**config.mk**
```make
export PLATFORM = sky130hd
export DESIGN_NAME = ir_tx_encoder
export DESIGN_NICKNAME = d
export VERILOG_FILES = /design/src/rtl/ir_tx_pkg.sv /design/src/rtl/ir_carrier_gen.sv /design/src/rtl/ir_tx_encoder.sv
export SDC_FILE = /design/constraint.sdc
export NUM_CORES = 1
export LEC_CHECK = 0
export ABC_AREA = 1
export CAP_MARGIN = 5
export CORE_ASPECT_RATIO = 0.5
export CORE_MARGIN = 2
export CORE_UTILIZATION = 50
export CTS_CLUSTER_DIAMETER = 200
export DETAILED_ROUTE_END_ITERATION = 10
export MAX_ROUTING_LAYER = met4
export PLACE_DENSITY = 0.73
export SLEW_MARGIN = 40
export SYNTH_ARGS = -nofsm -noshare
export SYNTH_HDL_FRONTEND = slang
export SYNTH_HIERARCHICAL = 1
export SYNTH_SLANG_ARGS = --single-unit
```
**constraint.sdc**
```tcl
create_clock -name clk -period 17.7 [get_ports clk]
set_input_delay 2.655 -clock clk [delete_from_list [all_inputs] [get_ports clk]]
set_output_delay 2.655 -clock clk [all_outputs]
set_load 0.02 [all_outputs]
```
**src/rtl/ir_tx_pkg.sv**
```systemverilog
// Shared constants and types for the IR transmitter.
package ir_tx_pkg;

    localparam logic [1:0] IR_MODE_BIPHASE = 2'd0;
    localparam logic [1:0] IR_MODE_PDIST   = 2'd1;
    localparam logic [1:0] IR_MODE_PLEN    = 2'd2;
    localparam logic [1:0] IR_MODE_RSVD    = 2'd3;

    typedef enum logic [1:0] {
        ST_IDLE  = 2'd0,
        ST_SEG_A = 2'd1,
        ST_SEG_B = 2'd2,
        ST_DONE  = 2'd3
    } ir_state_e;

endpackage

```
**src/rtl/ir_carrier_gen.sv**
```systemverilog
// Restartable carrier divider: one unit tick per carrier period.
// carrier_nxt_c is the carrier level for the upcoming cycle, so the
// encoder can register its line output in step with the state.
module ir_carrier_gen #(
    parameter int unsigned CAR_W = 16
) (
    input  logic             clk,
    input  logic             rst_n,
    input  logic [CAR_W-1:0] div,
    input  logic [CAR_W-1:0] high,
    input  logic             restart,
    output logic             carrier_nxt_c,
    output logic             tick_c
);

    logic [CAR_W-1:0] cnt_q;
    logic [CAR_W-1:0] cnt_d;

    // Last cycle of the current carrier period.
    assign tick_c = (cnt_q == CAR_W'(div - CAR_W'(1)));

    // Count 0..div-1, wrapping on tick, forced to 0 on restart.
    always_comb begin
        cnt_d = CAR_W'(cnt_q + CAR_W'(1));
        if (restart || tick_c) begin
            cnt_d = '0;
        end
    end

    // High phase occupies the first 'high' cycles of each period.
    assign carrier_nxt_c = (cnt_d < high);

    // Carrier phase counter.
    always_ff @(posedge clk or negedge rst_n) begin
        if (!rst_n) begin
            cnt_q <= '0;
        end else begin
            cnt_q <= cnt_d;
        end
    end

endmodule

```
**src/rtl/ir_tx_encoder.sv**
```systemverilog
// IR remote transmitter: serialises a payload LSB first in bi-phase,
// pulse-distance or pulse-length coding with a gated carrier.
module ir_tx_encoder
    import ir_tx_pkg::*;
#(
    parameter int unsigned DATA_W   = 32,
    parameter int unsigned BITCNT_W = 6,
    parameter int unsigned CAR_W    = 16,
    parameter int unsigned UNIT_W   = 8
) (
    input  logic                clk,
    input  logic                rst_n,
    input  logic                i_start,
    input  logic [1:0]          i_mode,
    input  logic [DATA_W-1:0]   i_data,
    input  logic [BITCNT_W-1:0] i_bit_cnt,
    input  logic [CAR_W-1:0]    i_car_div,
    input  logic [CAR_W-1:0]    i_car_high,
    input  logic                i_car_en,
    input  logic [UNIT_W-1:0]   i_num0,
    input  logic [UNIT_W-1:0]   i_num1,
    input  logic [UNIT_W-1:0]   i_num2,
    output logic                o_busy,
    output logic                o_done,
    output logic [BITCNT_W-1:0] o_bit_idx,
    output logic                o_ir_dout
);

    ir_state_e           state_q, state_d;
    logic [1:0]          mode_q, mode_d;
    logic [BITCNT_W-1:0] bit_cnt_q, bit_cnt_d, bit_cnt_cl, bit_idx_d;
    logic [CAR_W-1:0]    div_q, div_d, div_cl;
    logic [CAR_W-1:0]    high_q, high_d, high_cl;
    logic                car_en_q, car_en_d;
    logic [UNIT_W-1:0]   num0_q, num0_d, num1_q, num1_d, num2_q, num2_d;
    logic [UNIT_W-1:0]   seg_cnt_q, seg_cnt_d;
    logic [DATA_W-1:0]   data_q, data_d;
    logic [UNIT_W:0]     desc;
    logic                start, in_seg_q, in_seg_d, seg_end, last_bit;
    logic                restart, tick, car_nxt, dout_d;

    // Mark flag and length (0 read as 1) of the segment for a given bit/half.
    function automatic logic [UNIT_W:0] seg_desc(input logic [1:0] mode, input logic bit_v,
                                                 input logic half_b, input logic [UNIT_W-1:0] n0,
                                                 input logic [UNIT_W-1:0] n1, input logic [UNIT_W-1:0] n2);
        logic              mark;
        logic [UNIT_W-1:0] len;
        mark = 1'b0;
        len  = n0;
        case (mode)
            IR_MODE_BIPHASE: begin
                mark = half_b ? bit_v : ~bit_v;
                len  = n0;
            end
            IR_MODE_PDIST: begin
                mark = ~half_b;
                len  = half_b ? (bit_v ? n2 : n1) : n0;
            end
            IR_MODE_PLEN: begin
                mark = ~half_b;
                len  = half_b ? n2 : (bit_v ? n1 : n0);
            end
            default: ;
        endcase
        if (len == '0) begin
            len = UNIT_W'(1);
        end
        return {mark, len};
    endfunction

    assign start    = (state_q == ST_IDLE) && i_start;
    assign in_seg_q = (state_q == ST_SEG_A) || (state_q == ST_SEG_B);
    assign in_seg_d = (state_d == ST_SEG_A) || (state_d == ST_SEG_B);
    assign seg_end  = in_seg_q && tick && (seg_cnt_q == UNIT_W'(1));
    assign last_bit = (BITCNT_W'(o_bit_idx + BITCNT_W'(1)) == bit_cnt_q);

    // Clamp and latch the configuration on an accepted start.
    always_comb begin
        bit_cnt_cl = (i_bit_cnt > BITCNT_W'(DATA_W)) ? BITCNT_W'(DATA_W) : i_bit_cnt;
        div_cl     = (i_car_div < CAR_W'(2)) ? CAR_W'(2) : i_car_div;
        high_cl    = (i_car_high > CAR_W'(div_cl - CAR_W'(1))) ? CAR_W'(div_cl - CAR_W'(1)) : i_car_high;
        mode_d     = mode_q;
        bit_cnt_d  = bit_cnt_q;
        div_d      = div_q;
        high_d     = high_q;
        car_en_d   = car_en_q;
        num0_d     = num0_q;
        num1_d     = num1_q;
        num2_d     = num2_q;
        if (start) begin
            mode_d    = i_mode;
            bit_cnt_d = bit_cnt_cl;
            div_d     = div_cl;
            high_d    = high_cl;
            car_en_d  = i_car_en;
            num0_d    = i_num0;
            num1_d    = i_num1;
            num2_d    = i_num2;
        end
    end

    // Next-state logic, payload shifting and bit index.
    always_comb begin
        state_d   = state_q;
        data_d    = data_q;
        bit_idx_d = o_bit_idx;
        case (state_q)
            ST_IDLE: begin
                if (start) begin
                    data_d    = i_data;
                    bit_idx_d = '0;
                    if ((bit_cnt_d == '0) || (mode_d == IR_MODE_RSVD)) begin
                        state_d = ST_DONE;
                    end else begin
                        state_d = ST_SEG_A;
                    end
                end
            end
            ST_SEG_A: begin
                if (seg_end) begin
                    state_d = ST_SEG_B;
                end
            end
            ST_SEG_B: begin
                if (seg_end) begin
                    if (last_bit) begin
                        state_d = ST_DONE;
                    end else begin
                        state_d   = ST_SEG_A;
                        data_d    = data_q >> 1;
                        bit_idx_d = BITCNT_W'(o_bit_idx + BITCNT_W'(1));
                    end
                end
            end
            ST_DONE: begin
                state_d = ST_IDLE;
            end
            default: begin
                state_d = ST_IDLE;
            end
        endcase
    end

    // Descriptor of the segment that will be active next cycle.
    assign desc = seg_desc(mode_d, data_d[0], (state_d == ST_SEG_B), num0_d, num1_d, num2_d);

    // Segment counter: reload on entry, count down on unit ticks.
    always_comb begin
        seg_cnt_d = seg_cnt_q;
        if (in_seg_d && (state_d != state_q)) begin
            seg_cnt_d = desc[UNIT_W-1:0];
        end else if (in_seg_q && tick && !seg_end) begin
            seg_cnt_d = UNIT_W'(seg_cnt_q - UNIT_W'(1));
        end
    end

    // Carrier phase restarts on every segment boundary and while idle.
    assign restart = (state_d != state_q) || !in_seg_q;

    ir_carrier_gen #(
        .CAR_W (CAR_W)
    ) u_carrier (
        .clk           (clk),
        .rst_n         (rst_n),
        .div           (div_d),
        .high          (high_d),
        .restart       (restart),
        .carrier_nxt_c (car_nxt),
        .tick_c        (tick)
    );

    // Line level for the next cycle.
    assign dout_d = in_seg_d && desc[UNIT_W] && (car_en_d ? car_nxt : 1'b1);

    // State register.
    always_ff @(posedge clk or negedge rst_n) begin
        if (!rst_n) begin
            state_q <= ST_IDLE;
        end else begin
            state_q <= state_d;
        end
    end

    // Configuration, datapath and registered outputs.
    always_ff @(posedge clk or negedge rst_n) begin
        if (!rst_n) begin
            mode_q    <= '0;
            bit_cnt_q <= '0;
            div_q     <= '0;
            high_q    <= '0;
            car_en_q  <= 1'b0;
            num0_q    <= '0;
            num1_q    <= '0;
            num2_q    <= '0;
            data_q    <= '0;
            seg_cnt_q <= '0;
            o_bit_idx <= '0;
            o_busy    <= 1'b0;
            o_done    <= 1'b0;
            o_ir_dout <= 1'b0;
        end else begin
            mode_q    <= mode_d;
            bit_cnt_q <= bit_cnt_d;
            div_q     <= div_d;
            high_q    <= high_d;
            car_en_q  <= car_en_d;
            num0_q    <= num0_d;
            num1_q    <= num1_d;
            num2_q    <= num2_d;
            data_q    <= data_d;
            seg_cnt_q <= seg_cnt_d;
            o_bit_idx <= bit_idx_d;
            o_busy    <= in_seg_d;
            o_done    <= (state_d == ST_DONE);
            o_ir_dout <= dout_d;
        end
    end

endmodule

```
==> flow_summary_export.csv <==
group,metric,value,unit
drt,routed_via_density,5.24,
setup_path,crit_path_end_kind,"flip-flop",
setup_path,critPathSlowestCell,"nor4_1",
pwr,power_frac_seq,26.6,%
setup_path,r2r_start,"state_q[0]",
global_route,grt_start_max_net_pins,84,
die,die_x,192,µm
clock_network,cts_htree_levels,4,
logic_synthesis,syn_nets,1367,
sta,fmax,0.102,GHz
global_route,grt_pass1_vias,8156,
drt,first_pass_iters,7,
sta,tns,0,ps
final_layout,final_core_util,61.9,%
final_layout,drive_gt1_share,6.04,%
global_route,grt_pass1_wl,38800,µm
clock_network,cts_buffers,17,
sta,period_share,55.3,%
logic_synthesis,synth_area_per_cell,7.23,µm²
pwr,vdd_drop_max,0.0965,mV
sta,finClkSkew,11.4,ps
drt,wl_per_cell,14.7,µm
logic_synthesis,yosys_most_used_dff,"dfrtp_1",
clock_network,clock-root-buffer,"clkbuf_16",
run,maxCapViolations,0,
logic_synthesis,synth-seq-area-share,37.4,%
logic_synthesis,syn_area,8830,µm²
global_route,grt-ovfl-total,0,
logic_synthesis,syn-instance-count,1221,
sta,fin_ws,7920,ps
clock_network,cts_buffer_depth,2,
status,status,"completed",
setup_path,cp-start-kind,"primary input",
die,rows,34,
setup_path,cpMostUsedCell,"nand2_1",
pwr,power.density,164,nW/µm²
sta,tightestPinTransition,844,ps
drt,num_vias,8168,
global_route,grt_usage,26.6,%
sta,max-slew-margin-rel,43.2,%
sta,holdWs,482,ps
global_route,antenna_found_initial,0,
sta,fin_crit,9780,ps
logic_synthesis,synth_cell_type_count,51,
clock_network,clock-sinks,132,
logic_synthesis,ys_warn_count,6,
setup_path,slowest_delay,650,ps
die,start_util,51.0,%
die,die_area,18800,µm²
pwr,power.total,1.76,mW
die,boundaryPins,109,
setup_path,critPathMaxFanout,32,
final_layout,nFillCells,1531,
clock_network,path_clk_slew,50,ps
final_layout,fin_area,10700,µm²
setup_path,crit_type,"primary input to flip-flop",
pwr,p_clk_share,22.0,%
place,dp_slack,7580,ps
sta,rsz0062_at_grt,"no",
place,dp_hpwl,16500,µm
worst_hold_path,hp-class,"flip-flop to flip-flop",
worst_hold_path,min_from,"high_q[15]",
clock_network,cts-hold-fix-buffers,0,
drt,drt_iter0_drc,567,
pwr,combPwrFrac,51.3,%
place,dpl_cell_area,10100,µm²
pwr,p_leak,5.21,nW
die,core-area,17300,µm²
clock_network,cts_resized,0,
place,numPortBuffers,108,
place,dp.cells,1527,
pwr,p_sw,0.796,mW
sta,setup_viol,0,
clock_network,postCtsSetupBuffers,0,
die,die_y,98.0,µm
logic_synthesis,synth_edf_count,0,
clock_network,clk_latency,430,ps
logic_synthesis,ys_ff_latch,132,
sta,slew_violations,0,
sta,hold_viol,0,
drt,drcViolationCount,0,
setup_path,startpoint,"i_car_div[13]",
final_layout,syn2layout_area_growth,21.5,%
logic_synthesis,ys_async_sr_fraction,100,%
setup_path,crit_arrival,10130,ps
final_layout,nets,1458,
place,place.gp.congestion,0.964,
final_layout,num_antenna_cells,0,
pwr,p_int,0.963,mW
drt,drtAntennaViolNets,0,
clock_network,cts_tree,"yes",
setup_path,critPathRequiredTime,18050,ps
pwr,p_sw_share,45.2,%
final_layout,layout.cells.non_filler,1559,
drt,routed_wl,22900,µm
[state kept, by name, indices dropped and copies added (netlist names), 6 cells and up]
name / flops
bit_cnt_q: 6
num1_q: 8
seg_cnt_q: 8
o_bit_idx: 6
num2_q: 8
num0_q: 8
data_q: 32
high_q: 16
div_q: 16
u_carrier/cnt_q: 16
[critical path: cells and delay by family]
kind | cells | cell delay (ps)
AOI/OAI and AO/OA | 9 | 1460
adders and majority gates | 2 | 560
buffers and inverters | 5 | 1020
and+or+nand+nor | 21 | 4370
[area by class of cell]
| cell class | count | area (µm²) | area share [%] |
|---|---|---|---|
| clock inverters | 11 | 174 | 1.62 |
| repair buffers | 112 | 1120 | 10.4 |
| flip-flops and latches | 132 | 3300 | 30.8 |
| inverters | 163 | 612 | 5.71 |
| multi-input cells | 886 | 4750 | 44.3 |
| clock buffers | 21 | 470 | 4.39 |
| well taps | 234 | 293 | 2.73 |
[power groups by stage]
stage / logic (mW) / clock network, mW / registers, mW
2_1_floorplan: 0.669 / 0 / 0.464
3_3_place_gp: 0.857 / 0 / 0.468
3_5_place_dp: 0.881 / 0 / 0.472
4_1_cts: 0.896 / 0.392 / 0.469
5_1_grt: 1.03 / 0.406 / 0.480
6_report: 0.903 / 0.387 / 0.469
[cells in the final DEF, fill, tap and decap left out, types with 17 or more instances in the layout]
| master | count |
|---|---|
| dfrtp_1 | 132 |
| inv_1 | 156 |
| clkdlybuf4s50_1 | 107 |
| clkbuf_16 | 17 |
| nand2_1 | 410 |
| o21ai_0 | 80 |
| ha_1 | 46 |
| o31ai_1 | 31 |
| nand4_1 | 18 |
| nor2_1 | 61 |
| a21oi_1 | 33 |
| nand3_1 | 51 |
| xor2_1 | 25 |
[final timing paths]
path | endpoint | cells past startpoint | slack, ps
min in group asynchronous | high_q[9] | 1 | 2210
min reg2reg | high_q[15] | 2 | 480
min | high_q[15] | 2 | 480
max | o_ir_dout | 37 | 7920
max in group asynchronous | bit_cnt_q[2] | 2 | 14400
max reg2reg | o_ir_dout | 36 | 9870
[cells by family after synthesis]
kind of cell    Yosys count  share of synthesized area [%]
mux                       1                          0.113
compound gates          175                           11.8
simple gates            623                           31.2
buf+inv                 203                           8.84
xor+xnor                 41                           4.07
flops                   132                           37.4
fa+ha+maj                46                           6.52
[cells in the mapped netlist, types with 3 or more instances]
master	number	share of area [%]
nand4_1	18	1.3
xnor2_1	16	1.6
nor2_1	61	2.6
xor2_1	25	2.5
and2_1	16	1.1
nor2_4	4	0.51
nand2_1	411	17
nand2_4	3	0.38
o21ai_0	80	4.5
o31ai_1	31	2.6
ha_1	46	6.5
clkbuf_1	25	1.1
buf_2	12	0.68
nand3_2	3	0.34
nand2_2	5	0.35
clkinv_1	3	0.13
nand3b_1	4	0.34
o21ai_1	5	0.28
nor2_2	9	0.64
nor3b_1	7	0.60
or2_2	4	0.28
nand3_1	51	2.9
o211ai_1	11	0.94
dfrtp_1	132	37
nor3_1	13	0.74
nor4_1	4	0.28
a21oi_1	33	1.9
inv_1	158	6.7
[layer usage]
metal	wire length, µm	track usage (%)	up-vias
met5	0	-	-
met4	386	7.10	0
met3	1250	4.85	35
met2	10700	43.2	223
met1	10500	34.3	3822
li1	-	-	4088
Note: power is estimated with default switching activity, not from simulation.
